<file path="src/rtl/fifo_256x8_reader_if.sv">
// Byte stream from the FIFO read adapter to the register/APB side.
// The master drives valid/data and the slave drives ready.
interface fifo_256x8_reader_if #(
   parameter int unsigned WIDTH = 8
);
   logic             m_valid;
   logic             m_ready;
   logic [WIDTH-1:0] m_data;

   modport master (
      output m_valid,
      output m_data,
      input  m_ready
   );

   modport slave (
      input  m_valid,
      input  m_data,
      output m_ready
   );
endinterface

</file>
<file path="src/rtl/fifo_256x8_reader.sv">
// Read-side adapter for the UART 256x8 FIFO: issues pops, tracks the fixed read latency and
// lands returned bytes in a small skid buffer that feeds a valid/ready byte stream.
module fifo_256x8_reader #(
   parameter int unsigned WIDTH      = 8,
   parameter int unsigned RD_LATENCY = 2
) (
   input  logic                       CLK,
   input  logic                       RESET_N,
   input  logic                       flush,
   input  logic                       fifo_empty,
   output logic                       fifo_re,
   input  logic [WIDTH-1:0]           fifo_do,
   fifo_256x8_reader_if.master        m_if,
   output logic [1:0]                 m_level,
   output logic                       busy
);

   localparam int unsigned DEPTH = RD_LATENCY + 1;

   logic [RD_LATENCY-1:0] track_q, track_d;
   logic [WIDTH-1:0]      mem_q [DEPTH];
   logic [1:0]            head_q, head_d;
   logic [1:0]            tail_q, tail_d;
   logic [2:0]            occ_q, occ_d;
   logic [2:0]            inflight;
   logic [3:0]            credit;
   logic                  push;
   logic                  pop;
   logic                  valid;

   function automatic logic [1:0] ptr_inc(input logic [1:0] p);
      return (p == 2'(DEPTH - 1)) ? 2'd0 : p + 2'd1;
   endfunction

   always_comb begin
      inflight = '0;
      for (int i = 0; i < int'(RD_LATENCY); i++) begin
         inflight = inflight + 3'(track_q[i]);
      end
   end

   assign push  = track_q[RD_LATENCY-1];
   assign valid = (occ_q != 3'd0);
   assign pop   = valid && m_if.m_ready;

   // Every issued read owns a buffer slot until it is consumed, so a return is never dropped.
   assign credit  = {1'b0, occ_q} + {1'b0, inflight} - {3'b000, pop};
   assign fifo_re = RESET_N && !fifo_empty && !flush && (credit < 4'(DEPTH));

   always_comb begin
      track_d = '0;
      head_d  = head_q;
      tail_d  = tail_q;
      occ_d   = occ_q;
      if (flush) begin
         head_d = '0;
         tail_d = '0;
         occ_d  = '0;
      end else begin
         track_d[0] = fifo_re;
         for (int i = 1; i < int'(RD_LATENCY); i++) begin
            track_d[i] = track_q[i-1];
         end
         if (push) begin
            tail_d = ptr_inc(tail_q);
         end
         if (pop) begin
            head_d = ptr_inc(head_q);
         end
         unique case ({push, pop})
            2'b10:   occ_d = occ_q + 3'd1;
            2'b01:   occ_d = occ_q - 3'd1;
            default: occ_d = occ_q;
         endcase
      end
   end

   always_ff @(posedge CLK or negedge RESET_N) begin
      if (!RESET_N) begin
         track_q <= '0;
         head_q  <= '0;
         tail_q  <= '0;
         occ_q   <= '0;
         for (int i = 0; i < int'(DEPTH); i++) begin
            mem_q[i] <= '0;
         end
      end else begin
         track_q <= track_d;
         head_q  <= head_d;
         tail_q  <= tail_d;
         occ_q   <= occ_d;
         if (push && !flush) begin
            mem_q[tail_q] <= fifo_do;
         end
      end
   end

   assign m_if.m_valid = valid;
   assign m_if.m_data  = mem_q[head_q];
   // A four-entry buffer cannot be shown in two bits; report it as saturated.
   assign m_level      = (occ_q > 3'd3) ? 2'd3 : occ_q[1:0];
   assign busy         = valid || (track_q != '0);

   // The issue rule reserves a slot per read, so a landing byte always finds room.
   assert property (@(posedge CLK) disable iff (!RESET_N)
                    (push && !flush) |-> (occ_q < 3'(DEPTH)));

endmodule

</file>
<file path="src/flat_wrapper.sv">
// flat-port wrapper written by rule: the top's interface ports become plain ports
module fifo_256x8_reader_flat 
#(
   parameter int unsigned WIDTH      = 8,
   parameter int unsigned RD_LATENCY = 2
)
  (CLK, RESET_N, flush, fifo_empty, fifo_re, fifo_do, m_level, busy, m_if_m_valid, m_if_m_data, m_if_m_ready);
  fifo_256x8_reader_if #(.WIDTH(WIDTH)) m_if_i ();
  input  logic CLK;
  input  logic RESET_N;
  input  logic flush;
  input  logic fifo_empty;
  output logic fifo_re;
  input  logic [WIDTH-1:0] fifo_do;
  output logic [1:0] m_level;
  output logic busy;
  output wire logic [$bits(m_if_i.m_valid)-1:0] m_if_m_valid;
  output wire logic [$bits(m_if_i.m_data)-1:0] m_if_m_data;
  input wire logic [$bits(m_if_i.m_ready)-1:0] m_if_m_ready;
  assign m_if_m_valid = m_if_i.m_valid;
  assign m_if_m_data = m_if_i.m_data;
  assign m_if_i.m_ready = m_if_m_ready;
  fifo_256x8_reader #(.WIDTH(WIDTH), .RD_LATENCY(RD_LATENCY)) u_core (.CLK(CLK), .RESET_N(RESET_N), .flush(flush), .fifo_empty(fifo_empty), .fifo_re(fifo_re), .fifo_do(fifo_do), .m_if(m_if_i), .m_level(m_level), .busy(busy));
endmodule
</file>
<file path="config.mk">
export PLATFORM = sky130hd
export DESIGN_NAME = fifo_256x8_reader_flat
export DESIGN_NICKNAME = d
export VERILOG_FILES = /design/src/rtl/fifo_256x8_reader_if.sv /design/src/rtl/fifo_256x8_reader.sv /design/src/flat_wrapper.sv
export SDC_FILE = /design/constraint.sdc
export NUM_CORES = 1
export LEC_CHECK = 0
export ABC_AREA = 1
export CAP_MARGIN = 20
export CORE_MARGIN = 2
export CORE_UTILIZATION = 58
export CTS_CLUSTER_DIAMETER = 40
export CTS_CLUSTER_SIZE = 24
export DETAILED_ROUTE_END_ITERATION = 8
export PLACE_DENSITY_LB_ADDON = 0.25
export REMOVE_ABC_BUFFERS = 1
export SLEW_MARGIN = 20
export SYNTH_ARGS = -nofsm -noshare
export SYNTH_HDL_FRONTEND = slang
export SYNTH_SLANG_ARGS = --single-unit
</file>
<file path="constraint.sdc">
create_clock -name CLK -period 7.6 [get_ports CLK]
set_input_delay 1.52 -clock CLK [delete_from_list [all_inputs] [get_ports CLK]]
set_output_delay 1.52 -clock CLK [all_outputs]
set_load 0.01 [all_outputs]
</file>
==> metrics.cfg <==
[drt]
via_per_inst = 5.05
drt_iter0_drc = 42
firstDrtPassIters = 4
drtAntennaViolNets = 0
wl_per_cell_um = 12.6
vias = 1414
route.detailed.drc = 0
drt-total-wl_um = 3540

[clock_network]
clk_latency_ns = 0.34
root_buffer = clkbuf_4
cts-resized-gates = 0
h-tree-depth = 2
postCtsSetupBuffers = 0
cts_tree = done
cts.path.max_buffers = 2
ctsHoldBuffers = 0
clock-sinks = 33
clk_pin_slew_ns = 0.10
numCtsBuffers = 5

[floorplan]
ioPinCount = 26
rows = 20
die-area_mm2 = 0.00364
dieWidth_um = 60.4
core_area_mm2 = 0.00303
fp.dieH_um = 60.4
start_util_pct = 60.9

[sta]
finClkSkew_ns = 0.00653
fin_crit_ns = 5.67
finalSetupViolCount = 0
grt_setup_unrepaired = no
slew_headroom_pct = 51.6
drv_slew = 0
min_period_over_period_pct = 74.6
max_freq_mhz = 176
worst_pin_slew_ns = 0.723
final.setup.tns_ns = 0
hold_viol = 0

[power]
clock_power_share_pct = 23.4
switching_share_pct = 31.5
p_switching_mw = 0.152
seqPwrFrac_pct = 44.0
ir_drop_uv = 135
p_per_area_mw_per_mm2 = 220
total_power_mw = 0.483
p_comb_share_pct = 32.5
p_leak_nw = 1.08
p_int_mw = 0.331

[logic_synthesis]
synth_area_leaders = dfrtp_1 (45%), nand2_1 (14%), o21ai_2 (11%), inv_1 (4.9%), ha_1 (4.8%)
ys_types = 23
yosysTopAreaCell = dfrtp_1
syn_area_per_cell_um2 = 8.99
syn_inst = 205
yosysSeqAreaShare_pct = 44.8
yosysTopAreaCellShare_pct = 44.8
yosys.area_share.adder_pct = 6.92
synth_top_family_by_area = simple AND/OR/NAND/NOR gates
ys_seq_elements = 33
yosys.area_share.xor_xnor_pct = 0.475
synth_compound_gate_area_share_pct = 13.9
ys_warn_count = 0
syn_area_mm2 = 0.00184
synthMuxAreaShare_pct = 0
synth-simple-area-share_pct = 26.3

[run]
drv_cap = 0

[cells_and_area]
diodes = 0
area_delta_synth_final_pct = 18.9
nNetsFinal = 257
drive_gt1_share_pct = 22.0
fillCellCount = 238

[critical_path]
crit_arrival_ns = 4.15
endpoint_kind = output pin
path_class = in2out
worstPathMaxFanout = 4
crit_required_ns = 6.08
cp-start-kind = primary input

[placement]
gp_congestion = 0.822
port_buffers = 25
dpl.hpwl_um = 2470

[global_routing]
antenna_found_initial = 0
grt_pass1_wl_um = 5910
grt_max_degree = 35
grt_overflow = 0
grt_pass1_vias = 1350
grt_use_total_pct = 22.8

[hold_path]
min_path_type = reg2reg

[run_status]
status = finished clean

## cell families after synthesis
kind of cell,Yosys count
AND/OR/NAND/NOR,99
flip-flops,33
AO/OA/AOI/OAI,32
buffers and inverters,31
adder cells (fa/ha/maj),9
XOR/XNOR,1
## worst paths after layout
kind,start,end,depth (start not counted),slack [ns]
min reg2reg,u_core.mem_q[23],u_core.mem_q[23],2,0.49
min,u_core.mem_q[23],u_core.mem_q[23],2,0.49
max in group asynchronous,RESET_N,u_core.mem_q[2],2,5.72
max,m_if_m_ready,fifo_re,13,1.93
max reg2reg,u_core.occ_q[1],u_core.track_q[0],13,5.13
min in group asynchronous,RESET_N,u_core.occ_q[1],2,1.58
## worst max-delay path: stages
cell and delay [ns]:
clkdlybuf4s50_1 0.57, nand2_4 0.08, inv_2 0.08, ha_1 0.22, inv_1 0.06, ha_1 0.16
inv_1 0.06, fa_1 0.38, or2_2 0.30, o21a_1 0.10, nand4_1 0.10, nor2_1 0.05
clkdlybuf4s50_1 0.47
## layout make-up
type | count | area [um^2] | area share, %
inverters | 28 | 105 | 4.79
flip-flops and latches | 33 | 826 | 37.7
well taps | 44 | 55.1 | 2.51
clock inverters | 1 | 5.00 | 0.228
repair buffers | 26 | 258 | 11.8
multi-input cells | 141 | 878 | 40.1
clock buffers | 7 | 65.1 | 2.97
## Yosys cell counts
cell type,count
ha_1,7
nand2_4,2
o21ai_1,3
a21oi_2,1
fa_1,2
buf_6,3
xnor2_1,1
inv_1,24
o21ai_2,24
nand3_4,4
nor2_1,6
dfrtp_1,33
nand3_1,10
a21oi_1,3
inv_2,4
or2_2,1
nor2_2,2
nand4_1,1
nor3b_1,1
nand2_2,4
nor2_4,1
o21a_1,1
nand2_1,67
## power groups by stage
stage	combinational [mW]	sequential, mW	clock, mW
CTS	0.158	0.212	0.116
finish	0.157	0.213	0.113
floorplan	0.0891	0.213	0
global route	0.174	0.216	0.123
global placement	0.154	0.215	0
detailed placement	0.157	0.216	0
## metal layers
| layer | vias up | wire length (um) | track usage (%) |
|---|---|---|---|
| li1 | 708 | - | - |
| met5 | - | 0 | 0 |
| met3 | 8 | 154 | 7.89 |
| met4 | 0 | 58 | 10.2 |
| met2 | 30 | 1710 | 35.6 |
| met1 | 668 | 1610 | 29.0 |
## through the flow
step | util (%) | hold slack [ns] | cell area [um^2] | setup slack [ns] | std cells
final | 72.4 | 0.492 | 2190 | 1.93 | 280
after global routing | 72.4 | 0.516 | 2190 | 1.81 | 280
after CTS | 72.4 | 0.491 | 2190 | 1.92 | 280
after detailed placement | 70.1 | 0.469 | 2120 | 1.92 | 272
after global placement | 70.1 | 0.464 | 2120 | 1.99 | 272
after floorplan | - | 0.455 | 1810 | 3.05 | 202
## layout by cell type, fill, tap and decap left out, types with 4 or more instances in the layout
| master | n |
|---|---|
| nand2_1 | 67 |
| inv_1 | 24 |
| nand2_2 | 4 |
| dfrtp_1 | 33 |
| o21ai_2 | 24 |
| ha_1 | 7 |
| nand3_4 | 4 |
| clkdlybuf4s50_1 | 25 |
| inv_2 | 4 |
| clkbuf_4 | 5 |
| nor2_1 | 6 |
| nand3_1 | 10 |
## flip-flops by register name (all words and copies together) (netlist names)
name and count:
u_core.tail_q 2, u_core.track_q 2, u_core.head_q 2, u_core.mem_q 24, u_core.occ_q 3
(Power assumes the default switching activity.)
